**src/rtl/apb_servo_array_if.sv**
```systemverilog
`default_nettype none
// ============================================================================
// Module  : apb_servo_array_if
// Brief   : APB3 bus bundle between the fabric master and the servo array.
// Rev     : 1.0  initial release
// ============================================================================
interface apb_servo_array_if;
  logic        PSEL;
  logic        PENABLE;
  logic        PWRITE;
  logic [31:0] PADDR;
  logic [31:0] PWDATA;
  logic [31:0] PRDATA;
  logic        PREADY;
  logic        PSLVERR;

  modport master (
    output PSEL, PENABLE, PWRITE, PADDR, PWDATA,
    input  PRDATA, PREADY, PSLVERR
  );

  modport slave (
    input  PSEL, PENABLE, PWRITE, PADDR, PWDATA,
    output PRDATA, PREADY, PSLVERR
  );
endinterface
`default_nettype wire

```
**src/rtl/apb_servo_array.sv**
```systemverilog
`default_nettype none
// ============================================================================
// Module  : apb_servo_array
// Brief   : APB3 slave driving NUM_CH servo PWM outputs with slew limiting,
//           dead-reckoning counters and hardware return-to-zero.
// Rev     : 1.0  initial release
// ============================================================================
module apb_servo_array #(
  parameter int NUM_CH      = 4,
  parameter int PWM_PERIOD  = 2000000,
  parameter int PW_NEUTRAL  = 150000,
  parameter int PW_FULL_FWD = 163000,
  parameter int PW_FULL_REV = 137000,
  parameter int PW_MIN      = 100000,
  parameter int PW_MAX      = 200000,
  parameter int SLEW_STEP   = 0
) (
  input  wire logic         PCLK,
  input  wire logic         PRESERN,
  apb_servo_array_if.slave  apb,
  output logic [NUM_CH-1:0] servo_pwm,
  output logic              irq
);

  localparam logic [31:0] c_last    = 32'(PWM_PERIOD - 1);
  localparam logic [31:0] c_neutral = 32'(PW_NEUTRAL);
  localparam logic [31:0] c_fwd     = 32'(PW_FULL_FWD);
  localparam logic [31:0] c_rev     = 32'(PW_FULL_REV);
  localparam logic [31:0] c_min     = 32'(PW_MIN);
  localparam logic [31:0] c_max     = 32'(PW_MAX);
  localparam logic [31:0] c_slew    = 32'(SLEW_STEP);

  logic [31:0]       tcnt_q;
  logic [NUM_CH-1:0] ch_en_q, ch_en_d, irq_en_q, irq_en_d;
  logic [NUM_CH-1:0] irq_stat_q, irq_stat_d, set_irq, servo_q;
  logic [NUM_CH-1:0] ret_q, ret_d, zp_q, zp_d;
  logic [31:0]       tgt_q [NUM_CH];
  logic [31:0]       tgt_d [NUM_CH];
  logic [31:0]       cur_q [NUM_CH];
  logic [31:0]       cur_d [NUM_CH];
  logic [31:0]       fwd_q [NUM_CH];
  logic [31:0]       fwd_d [NUM_CH];
  logic [31:0]       rev_q [NUM_CH];
  logic [31:0]       rev_d [NUM_CH];

  logic [12:0] w_addr;
  logic [6:0]  w_blk, w_ch_idx;
  logic [5:0]  w_off;
  logic        w_is_ch, w_off_ok, w_glob, w_wr, w_bnd, w_unused;
  logic [31:0] w_rdata;

  assign w_addr   = apb.PADDR[12:0];
  assign w_blk    = w_addr[12:6];
  assign w_off    = w_addr[5:0];
  assign w_ch_idx = w_blk - 7'd4;
  assign w_is_ch  = (w_blk >= 7'd4) && (w_blk < 7'(NUM_CH + 4));
  assign w_off_ok = (w_off == 6'h00) || (w_off == 6'h04) || (w_off == 6'h08) ||
                    (w_off == 6'h0C) || (w_off == 6'h10) || (w_off == 6'h14);
  assign w_glob   = (w_addr == 13'h000) || (w_addr == 13'h004) || (w_addr == 13'h008);
  assign w_wr     = apb.PSEL & apb.PENABLE & apb.PWRITE;
  assign w_bnd    = (tcnt_q == c_last);
  assign w_unused = ^apb.PADDR[31:13];

  assign apb.PRDATA  = w_rdata;
  assign apb.PREADY  = 1'b1;
  assign apb.PSLVERR = PRESERN & apb.PSEL & apb.PENABLE & ~(w_glob | (w_is_ch & w_off_ok));
  assign servo_pwm   = servo_q;
  assign irq         = |(irq_stat_q & irq_en_q);

  function automatic logic [31:0] clamp_pw(input logic [31:0] v);
    if (v < c_min) return c_min;
    if (v > c_max) return c_max;
    return v;
  endfunction

  function automatic logic [31:0] slew_next(input logic [31:0] cur, input logic [31:0] tgt);
    if (c_slew == 32'd0) return tgt;
    if (tgt > cur) return ((tgt - cur) > c_slew) ? cur + c_slew : tgt;
    return ((cur - tgt) > c_slew) ? cur - c_slew : tgt;
  endfunction

  always_comb begin
    ch_en_d    = (w_wr && w_addr == 13'h000) ? apb.PWDATA[NUM_CH-1:0] : ch_en_q;
    irq_en_d   = (w_wr && w_addr == 13'h004) ? apb.PWDATA[NUM_CH-1:0] : irq_en_q;
    set_irq    = '0;
    irq_stat_d = irq_stat_q;
    for (int i = 0; i < NUM_CH; i++) begin
      tgt_d[i] = tgt_q[i];
      cur_d[i] = cur_q[i];
      fwd_d[i] = fwd_q[i];
      rev_d[i] = rev_q[i];
      ret_d[i] = ret_q[i];
      zp_d[i]  = zp_q[i];
      // Period boundary uses pre-write state; a same-cycle bus write overrides below.
      if (w_bnd && ch_en_q[i]) begin
        if (zp_q[i]) begin
          fwd_d[i] = '0;
          rev_d[i] = '0;
          cur_d[i] = c_neutral;
          tgt_d[i] = c_neutral;
          zp_d[i]  = 1'b0;
        end else if (ret_q[i] && fwd_q[i] == rev_q[i]) begin
          ret_d[i]   = 1'b0;
          cur_d[i]   = c_neutral;
          tgt_d[i]   = c_neutral;
          set_irq[i] = 1'b1;
        end else begin
          cur_d[i] = slew_next(cur_q[i], tgt_q[i]);
          if (cur_d[i] == c_fwd && fwd_q[i] != '1) fwd_d[i] = fwd_q[i] + 32'd1;
          if (cur_d[i] == c_rev && rev_q[i] != '1) rev_d[i] = rev_q[i] + 32'd1;
        end
      end
      if (w_wr && w_is_ch && w_ch_idx == 7'(i)) begin
        if (w_off == 6'h00) begin
          tgt_d[i] = clamp_pw(apb.PWDATA);
          ret_d[i] = 1'b0;
        end else if (w_off == 6'h04) begin
          case (apb.PWDATA)
            32'd0: begin tgt_d[i] = c_neutral; ret_d[i] = 1'b0; end
            32'd1: begin tgt_d[i] = c_fwd;     ret_d[i] = 1'b0; end
            32'd2: begin tgt_d[i] = c_rev;     ret_d[i] = 1'b0; end
            32'd3: begin tgt_d[i] = c_neutral; ret_d[i] = 1'b0; zp_d[i] = 1'b1; end
            32'd4: begin
              if (!ret_q[i]) begin
                if (fwd_q[i] > rev_q[i]) begin
                  tgt_d[i] = c_rev;
                  ret_d[i] = 1'b1;
                end else if (rev_q[i] > fwd_q[i]) begin
                  tgt_d[i] = c_fwd;
                  ret_d[i] = 1'b1;
                end
              end
            end
            default: ;
          endcase
        end
      end
    end
    // A completion in the same cycle as its W1C keeps the bit set.
    if (w_wr && w_addr == 13'h008) irq_stat_d = irq_stat_q & ~apb.PWDATA[NUM_CH-1:0];
    irq_stat_d = irq_stat_d | set_irq;
  end

  always_comb begin
    w_rdata = 32'hFFFF_FFFF;
    if (w_addr == 13'h000) begin
      w_rdata = 32'(ch_en_q);
    end else if (w_addr == 13'h004) begin
      w_rdata = 32'(irq_en_q);
    end else if (w_addr == 13'h008) begin
      w_rdata = 32'(irq_stat_q);
    end else if (w_is_ch && w_off_ok) begin
      w_rdata = '0;
      for (int i = 0; i < NUM_CH; i++) begin
        if (w_ch_idx == 7'(i)) begin
          case (w_off)
            6'h00:   w_rdata = tgt_q[i];
            6'h08:   w_rdata = {29'd0, cur_q[i] == tgt_q[i], zp_q[i], ret_q[i]};
            6'h0C:   w_rdata = fwd_q[i];
            6'h10:   w_rdata = rev_q[i];
            6'h14:   w_rdata = cur_q[i];
            default: w_rdata = '0;
          endcase
        end
      end
    end
  end

  always_ff @(posedge PCLK) begin
    if (!PRESERN) begin
      tcnt_q     <= '0;
      ch_en_q    <= '0;
      irq_en_q   <= '0;
      irq_stat_q <= '0;
      servo_q    <= '0;
      ret_q      <= '0;
      zp_q       <= '0;
      for (int i = 0; i < NUM_CH; i++) begin
        tgt_q[i] <= c_neutral;
        cur_q[i] <= c_neutral;
        fwd_q[i] <= '0;
        rev_q[i] <= '0;
      end
    end else begin
      tcnt_q     <= w_bnd ? '0 : tcnt_q + 32'd1;
      ch_en_q    <= ch_en_d;
      irq_en_q   <= irq_en_d;
      irq_stat_q <= irq_stat_d;
      ret_q      <= ret_d;
      zp_q       <= zp_d;
      tgt_q      <= tgt_d;
      cur_q      <= cur_d;
      fwd_q      <= fwd_d;
      rev_q      <= rev_d;
      for (int i = 0; i < NUM_CH; i++) begin
        servo_q[i] <= ch_en_q[i] & (tcnt_q < cur_q[i]);
      end
    end
  end

endmodule
`default_nettype wire

```
**src/flat_wrapper.sv**
```systemverilog
// flat-port wrapper written by rule: the top's interface ports become plain ports
module apb_servo_array_flat 
#(
  parameter int NUM_CH      = 4,
  parameter int PWM_PERIOD  = 2000000,
  parameter int PW_NEUTRAL  = 150000,
  parameter int PW_FULL_FWD = 163000,
  parameter int PW_FULL_REV = 137000,
  parameter int PW_MIN      = 100000,
  parameter int PW_MAX      = 200000,
  parameter int SLEW_STEP   = 0
)
  (PCLK, PRESERN, servo_pwm, irq, apb_PSEL, apb_PENABLE, apb_PWRITE, apb_PADDR, apb_PWDATA, apb_PRDATA, apb_PREADY, apb_PSLVERR);
  apb_servo_array_if apb_i ();
  input  wire logic PCLK;
  input  wire logic PRESERN;
  output logic [NUM_CH-1:0] servo_pwm;
  output logic irq;
  input wire logic [$bits(apb_i.PSEL)-1:0] apb_PSEL;
  input wire logic [$bits(apb_i.PENABLE)-1:0] apb_PENABLE;
  input wire logic [$bits(apb_i.PWRITE)-1:0] apb_PWRITE;
  input wire logic [$bits(apb_i.PADDR)-1:0] apb_PADDR;
  input wire logic [$bits(apb_i.PWDATA)-1:0] apb_PWDATA;
  output wire logic [$bits(apb_i.PRDATA)-1:0] apb_PRDATA;
  output wire logic [$bits(apb_i.PREADY)-1:0] apb_PREADY;
  output wire logic [$bits(apb_i.PSLVERR)-1:0] apb_PSLVERR;
  assign apb_i.PSEL = apb_PSEL;
  assign apb_i.PENABLE = apb_PENABLE;
  assign apb_i.PWRITE = apb_PWRITE;
  assign apb_i.PADDR = apb_PADDR;
  assign apb_i.PWDATA = apb_PWDATA;
  assign apb_PRDATA = apb_i.PRDATA;
  assign apb_PREADY = apb_i.PREADY;
  assign apb_PSLVERR = apb_i.PSLVERR;
  apb_servo_array #(.NUM_CH(NUM_CH), .PWM_PERIOD(PWM_PERIOD), .PW_NEUTRAL(PW_NEUTRAL), .PW_FULL_FWD(PW_FULL_FWD), .PW_FULL_REV(PW_FULL_REV), .PW_MIN(PW_MIN), .PW_MAX(PW_MAX), .SLEW_STEP(SLEW_STEP)) u_core (.PCLK(PCLK), .PRESERN(PRESERN), .apb(apb_i), .servo_pwm(servo_pwm), .irq(irq));
endmodule
```
**config.mk**
```make
export PLATFORM = sky130hd
export DESIGN_NAME = apb_servo_array_flat
export DESIGN_NICKNAME = d
export VERILOG_FILES = /design/src/rtl/apb_servo_array_if.sv /design/src/rtl/apb_servo_array.sv /design/src/flat_wrapper.sv
export SDC_FILE = /design/constraint.sdc
export NUM_CORES = 2
export LEC_CHECK = 0
export BUFFER_PORTS_ARGS = -buffer_cell sky130_fd_sc_hd__buf_2
export CORE_MARGIN = 1
export CORE_UTILIZATION = 65
export CTS_CLUSTER_SIZE = 25
export DETAILED_ROUTE_END_ITERATION = 7
export GPL_ROUTABILITY_DRIVEN = 1
export HOLD_SLACK_MARGIN = 0.08
export PLACE_DENSITY_LB_ADDON = 0.08
export SYNTH_ARGS = -nofsm -noshare
export SYNTH_HDL_FRONTEND = slang
export SYNTH_SLANG_ARGS = --single-unit
```
**constraint.sdc**
```tcl
create_clock -name PCLK -period 9.7 [get_ports PCLK]
set_clock_uncertainty 0.2 [all_clocks]
set_input_delay 1.455 -clock PCLK [delete_from_list [all_inputs] [get_ports PCLK]]
set_output_delay 1.455 -clock PCLK [all_outputs]
set_load 0.01 [all_outputs]
```
==> impl_summary.md <==
Pwr
Across the VDD grid, the largest voltage drop is around 0.00016 V. Per report_power, the combinational group accounts for between 2 and 3% of the total. After layout, the design draws a total of just over 5 mW. In this run the power density over the cells is about 130 nW/µm². The switching power summed over all nets is 1.163 mW. The internal power of the cells totals around 4.0 mW. Net switching is 22.67% of the power. Registers are responsible for a little under half of the overall power. Of the total power, the clock network draws about half. The reported leakage power is about 15 nW.

CTS
Counting along the longest clock path gives a buffer depth of 3. For this design, the sink count on the clock tree is between 500 and 600. The level count of the clock H-tree is 2. The total of cells resized after clock tree synthesis is 0. The number of hold buffers added after CTS was 0. The later pin in the worst-skew pair is clocked with a latency of roughly 660 ps. The number of buffers inserted by post-CTS setup repair is 0. The clock input transition at the sequential cells of the worst setup and hold paths is 60 ps. The number of clock buffers inserted by TritonCTS is a little over 60.

The CTS tree is yes. The root buffer cell is sky130_fd_sc_hd__clkbuf_16.

Floorplan
The area of the die is roughly 57,000 µm². The core region area is approximately 55,000 µm². Once the floorplan was initialized, standard cells occupied roughly 66% of the core. In this run the core area contains 86 standard-cell rows. Measured along the y axis, the die boundary spans between 200 and 250 µm. The die outline width is approximately 240 µm.

108 I/O pins were placed.

Logic synthesis
By count the netlist is led by 568 x sky130_fd_sc_hd__dfxtp_1, 442 x sky130_fd_sc_hd__nor2_1, 427 x sky130_fd_sc_hd__nand2_1. The synthesis-stage register bit count is between 500 and 600. The count of flip-flops with a built-in enable after synthesis is 0. In this run the cell area of the synthesized design comes to 36,150 µm². The gate count of the mapped netlist is 4,615.

Sequential elements use roughly a third of the synthesized area. Ranked by total cell area, the synthesized netlist is headed by sky130_fd_sc_hd__dfxtp_1 31%, sky130_fd_sc_hd__ha_1 9.0%, sky130_fd_sc_hd__a22oi_1 5.9%. The leading cell type by number of instances after synthesis is sky130_fd_sc_hd__dfxtp_1. A synthesized cell averages 7.833 µm².

The top cell type by total area after synthesis is sky130_fd_sc_hd__dfxtp_1. The top-area cell type share of the netlist area is a little under a third. The async set-reset flop share out of synthesis is 0%. Counting distinct cell types in the post-synthesis netlist gives 95.

The synthesized netlist net count is around 4,900. The most used flip-flop cell after synthesis is sky130_fd_sc_hd__dfxtp_1. The Yosys step of the flow raised 0 warnings.

Route
For this block, the initial DRC count from the detailed router was slightly below 5,000. The total length of routed wires is between 100,000 and 150,000 µm. The remaining antenna violation count after routing is 0.

For this run, design rule violations remaining after detail routing come to 0. The routed length per instance is around 26 µm. The via count of the routed design is roughly 37,000. The first detailed-routing pass took 6 iterations. The average vias per placed instance is 6.849.

Finish
Cells with a size suffix above 1 make up 6.601% of the layout. The post-layout net count is around 4,900. The footprint of the multi-input gates is ~23,000 µm². After filler insertion, the fill cell instance count of the layout stands at 4,537. The total area of sequential cells is ~11,000 µm². The relative area change from synthesis to final layout is 8.965%. The finished layout holds between 5,000 and 6,000 standard cells, fillers aside.

Global route
The layer with the highest usage is met2. The via count of the first global-routing pass is about 33,000. For this run, global-route usage on met1 was measured as between 60% and 70%.

The wire length of the first global-routing pass is ~210,000 µm. The total overflow left after global routing is 0. Global routing used roughly 70% of the available met2 tracks. The initial antenna violation count is 4. Entering global routing, the biggest net connects 61 pins. The global-route track usage on met3 is 11.27%.

The global router's overall resource usage is 47.68%.

Critical path
By instance count, the cell type seen most on the critical path is sky130_fd_sc_hd__buf_2. STA classifies the critical path endpoint as an output port. The worst stage delay on the critical path is 1040 ps. By startpoint and endpoint, the worst setup path is classified as primary input to output port. At the worst endpoint, the arrival time is 5480 ps. The critical path launch point type is a primary input.

The required time of the critical path is a little over 8000 ps. Walking the worst path, the cells encountered are buf_2 -> or4_1 -> nor2_1 -> nand3_1 -> and3_1 -> nor4_1 -> o211ai_1 -> o21ai_0 -> buf_2. The maximum fanout along the worst path is 9. The slowest stage of the critical path belongs to the cell sky130_fd_sc_hd__nor2_1.

Place
In this run, placement finished with an instance count of 5,273. Summed over all nets, the half-perimeter wirelength after detailed placement is approximately 100,000 µm. Before CTS, the worst setup slack after placement is just over 3000 ps. Buffers placed on the I/O ports in this run total 87. The final estimated routing congestion in global placement is 1.143.

STA
The max-slew violation count came to 0. The worst setup slack after layout is between 2000 and 3000 ps. The final hold slack is between 200 and 300 ps. The setup TNS after final layout is 0 ps. Static timing analysis puts the maximum clock frequency at ~140 MHz.

At the pin with the least slew margin, the transition time is 1314 ps. The normalized max-slew margin is a little under an eighth. Setup repair after global routing left no endpoint under its margin. The number of failing hold endpoints at the final stage is 0. Setup violations remaining at the end of the flow were counted as 0. The final critical delay including setup and external delays is between 7000 and 8000 ps. The final critical path takes up between 70% and 80% of the cycle.

Hold path
The min-delay analysis places its worst path in the category register to register.

Job
The max-capacitance violation count is 0.

Run status
The flow ran to the end, and the final reports show no timing, DRC or antenna violations.
==> per-stage QoR <==
| stage | util [%] | area [µm²] |
|---|---|---|
| floorplan | - | 36150 |
| global placement | 67.57 | 37160 |
| detailed placement | 67.57 | 37160 |
| CTS | 71.61 | 39380 |
| global route | 71.62 | 39380 |
| finish | 71.63 | 39390 |
==> final timing paths <==
check | startpoint | end | slack [ps] | depth (start not counted)
setup / recovery | apb_PADDR[1] | apb_PRDATA[2] | 2560 | 9
hold / removal | u_core.rev_q[91] | u_core.rev_q[91] | 290 | 2
setup reg to reg | u_core.tcnt_q[1] | u_core.fwd_q[13] | 4880 | 9
hold reg to reg | u_core.rev_q[91] | u_core.rev_q[91] | 290 | 2
==> logic make-up after synthesis <==
family,Yosys count,synth area share [%]
AOI/OAI and AO/OA,1084,19.62
xor gates and xnor gates,368,8.917
adders and majority gates,261,9.034
buffers and inverters,542,5.718
DFF,568,31.46
muxes,23,0.6404
other,1,0.01037
and+or+nand+nor,1768,24.60
==> layout by cell type, fill, tap and decap left out, types with 14 or more instances in the layout <==
cell type	n
sky130_fd_sc_hd__ha_1	261
sky130_fd_sc_hd__a22oi_1	282
sky130_fd_sc_hd__nand2b_1	25
sky130_fd_sc_hd__and4_1	36
sky130_fd_sc_hd__inv_1	303
sky130_fd_sc_hd__xnor2_1	205
sky130_fd_sc_hd__buf_4	61
sky130_fd_sc_hd__and2_1	67
sky130_fd_sc_hd__a21oi_1	345
sky130_fd_sc_hd__nor2b_1	30
sky130_fd_sc_hd__clkbuf_16	61
sky130_fd_sc_hd__a211oi_1	17
sky130_fd_sc_hd__nor3_1	90
sky130_fd_sc_hd__nor2_1	436
sky130_fd_sc_hd__and3_1	59
sky130_fd_sc_hd__nand4_1	209
sky130_fd_sc_hd__or3_1	37
sky130_fd_sc_hd__nor4_1	111
sky130_fd_sc_hd__or4_1	15
sky130_fd_sc_hd__a21o_1	54
sky130_fd_sc_hd__xor2_1	163
sky130_fd_sc_hd__a31oi_1	43
sky130_fd_sc_hd__o21a_1	14
sky130_fd_sc_hd__dfxtp_1	568
sky130_fd_sc_hd__buf_2	87
sky130_fd_sc_hd__nand3_1	150
sky130_fd_sc_hd__nand2_1	425
sky130_fd_sc_hd__o31ai_1	19
sky130_fd_sc_hd__o211ai_1	41
sky130_fd_sc_hd__o22ai_1	15
sky130_fd_sc_hd__clkinv_2	14
sky130_fd_sc_hd__mux2i_1	22
sky130_fd_sc_hd__o21ai_0	122
==> power groups by stage <==
stage / sequential [mW] / clock, mW / combinational, mW
final: 2.35 / 2.63 / 0.149
after floorplan: 2.39 / 0 / 0.0873
after global routing: 2.35 / 2.71 / 0.155
after global placement: 2.40 / 0 / 0.140
after detailed placement: 2.40 / 0 / 0.141
after CTS: 2.35 / 2.62 / 0.142
==> cell type report <==
type / instances / area share (%)
diodes: 5 / 0.03177
well taps: 748 / 2.376
multi-input cells: 3505 / 57.92
clock inverters: 30 / 1.239
repair buffers: 148 / 2.268
inverters: 304 / 2.900
flip-flops and latches: 568 / 28.87
clock buffers: 81 / 4.396
==> routing by layer <==
| metal | share of wire [%] | vias up |
|---|---|---|
| li1 | - | 16650 |
| met1 | 38 | 17300 |
| met2 | 41 | 2445 |
| met3 | 12 | 505 |
| met4 | 8.4 | 4 |
| met5 | 0.020 | - |
==> sequential cells by signal, summed over array words and instances, names as in the netlist <==
register           cells
u_core.ch_en_q         4
u_core.tgt_q         128
u_core.zp_q            4
u_core.servo_pwm       4
u_core.ret_q           4
u_core.irq_stat_q      4
u_core.tcnt_q         32
u_core.rev_q         128
u_core.irq_en_q        4
u_core.fwd_q         128
u_core.cur_q         128
==> worst max-delay path: cells and delay by family <==
kind            cells  cell delay (ps)
compound gates      2              450
buf+inv             2              290
simple gates        5             3280
No activity file was read; power rests on OpenSTA's default activity.
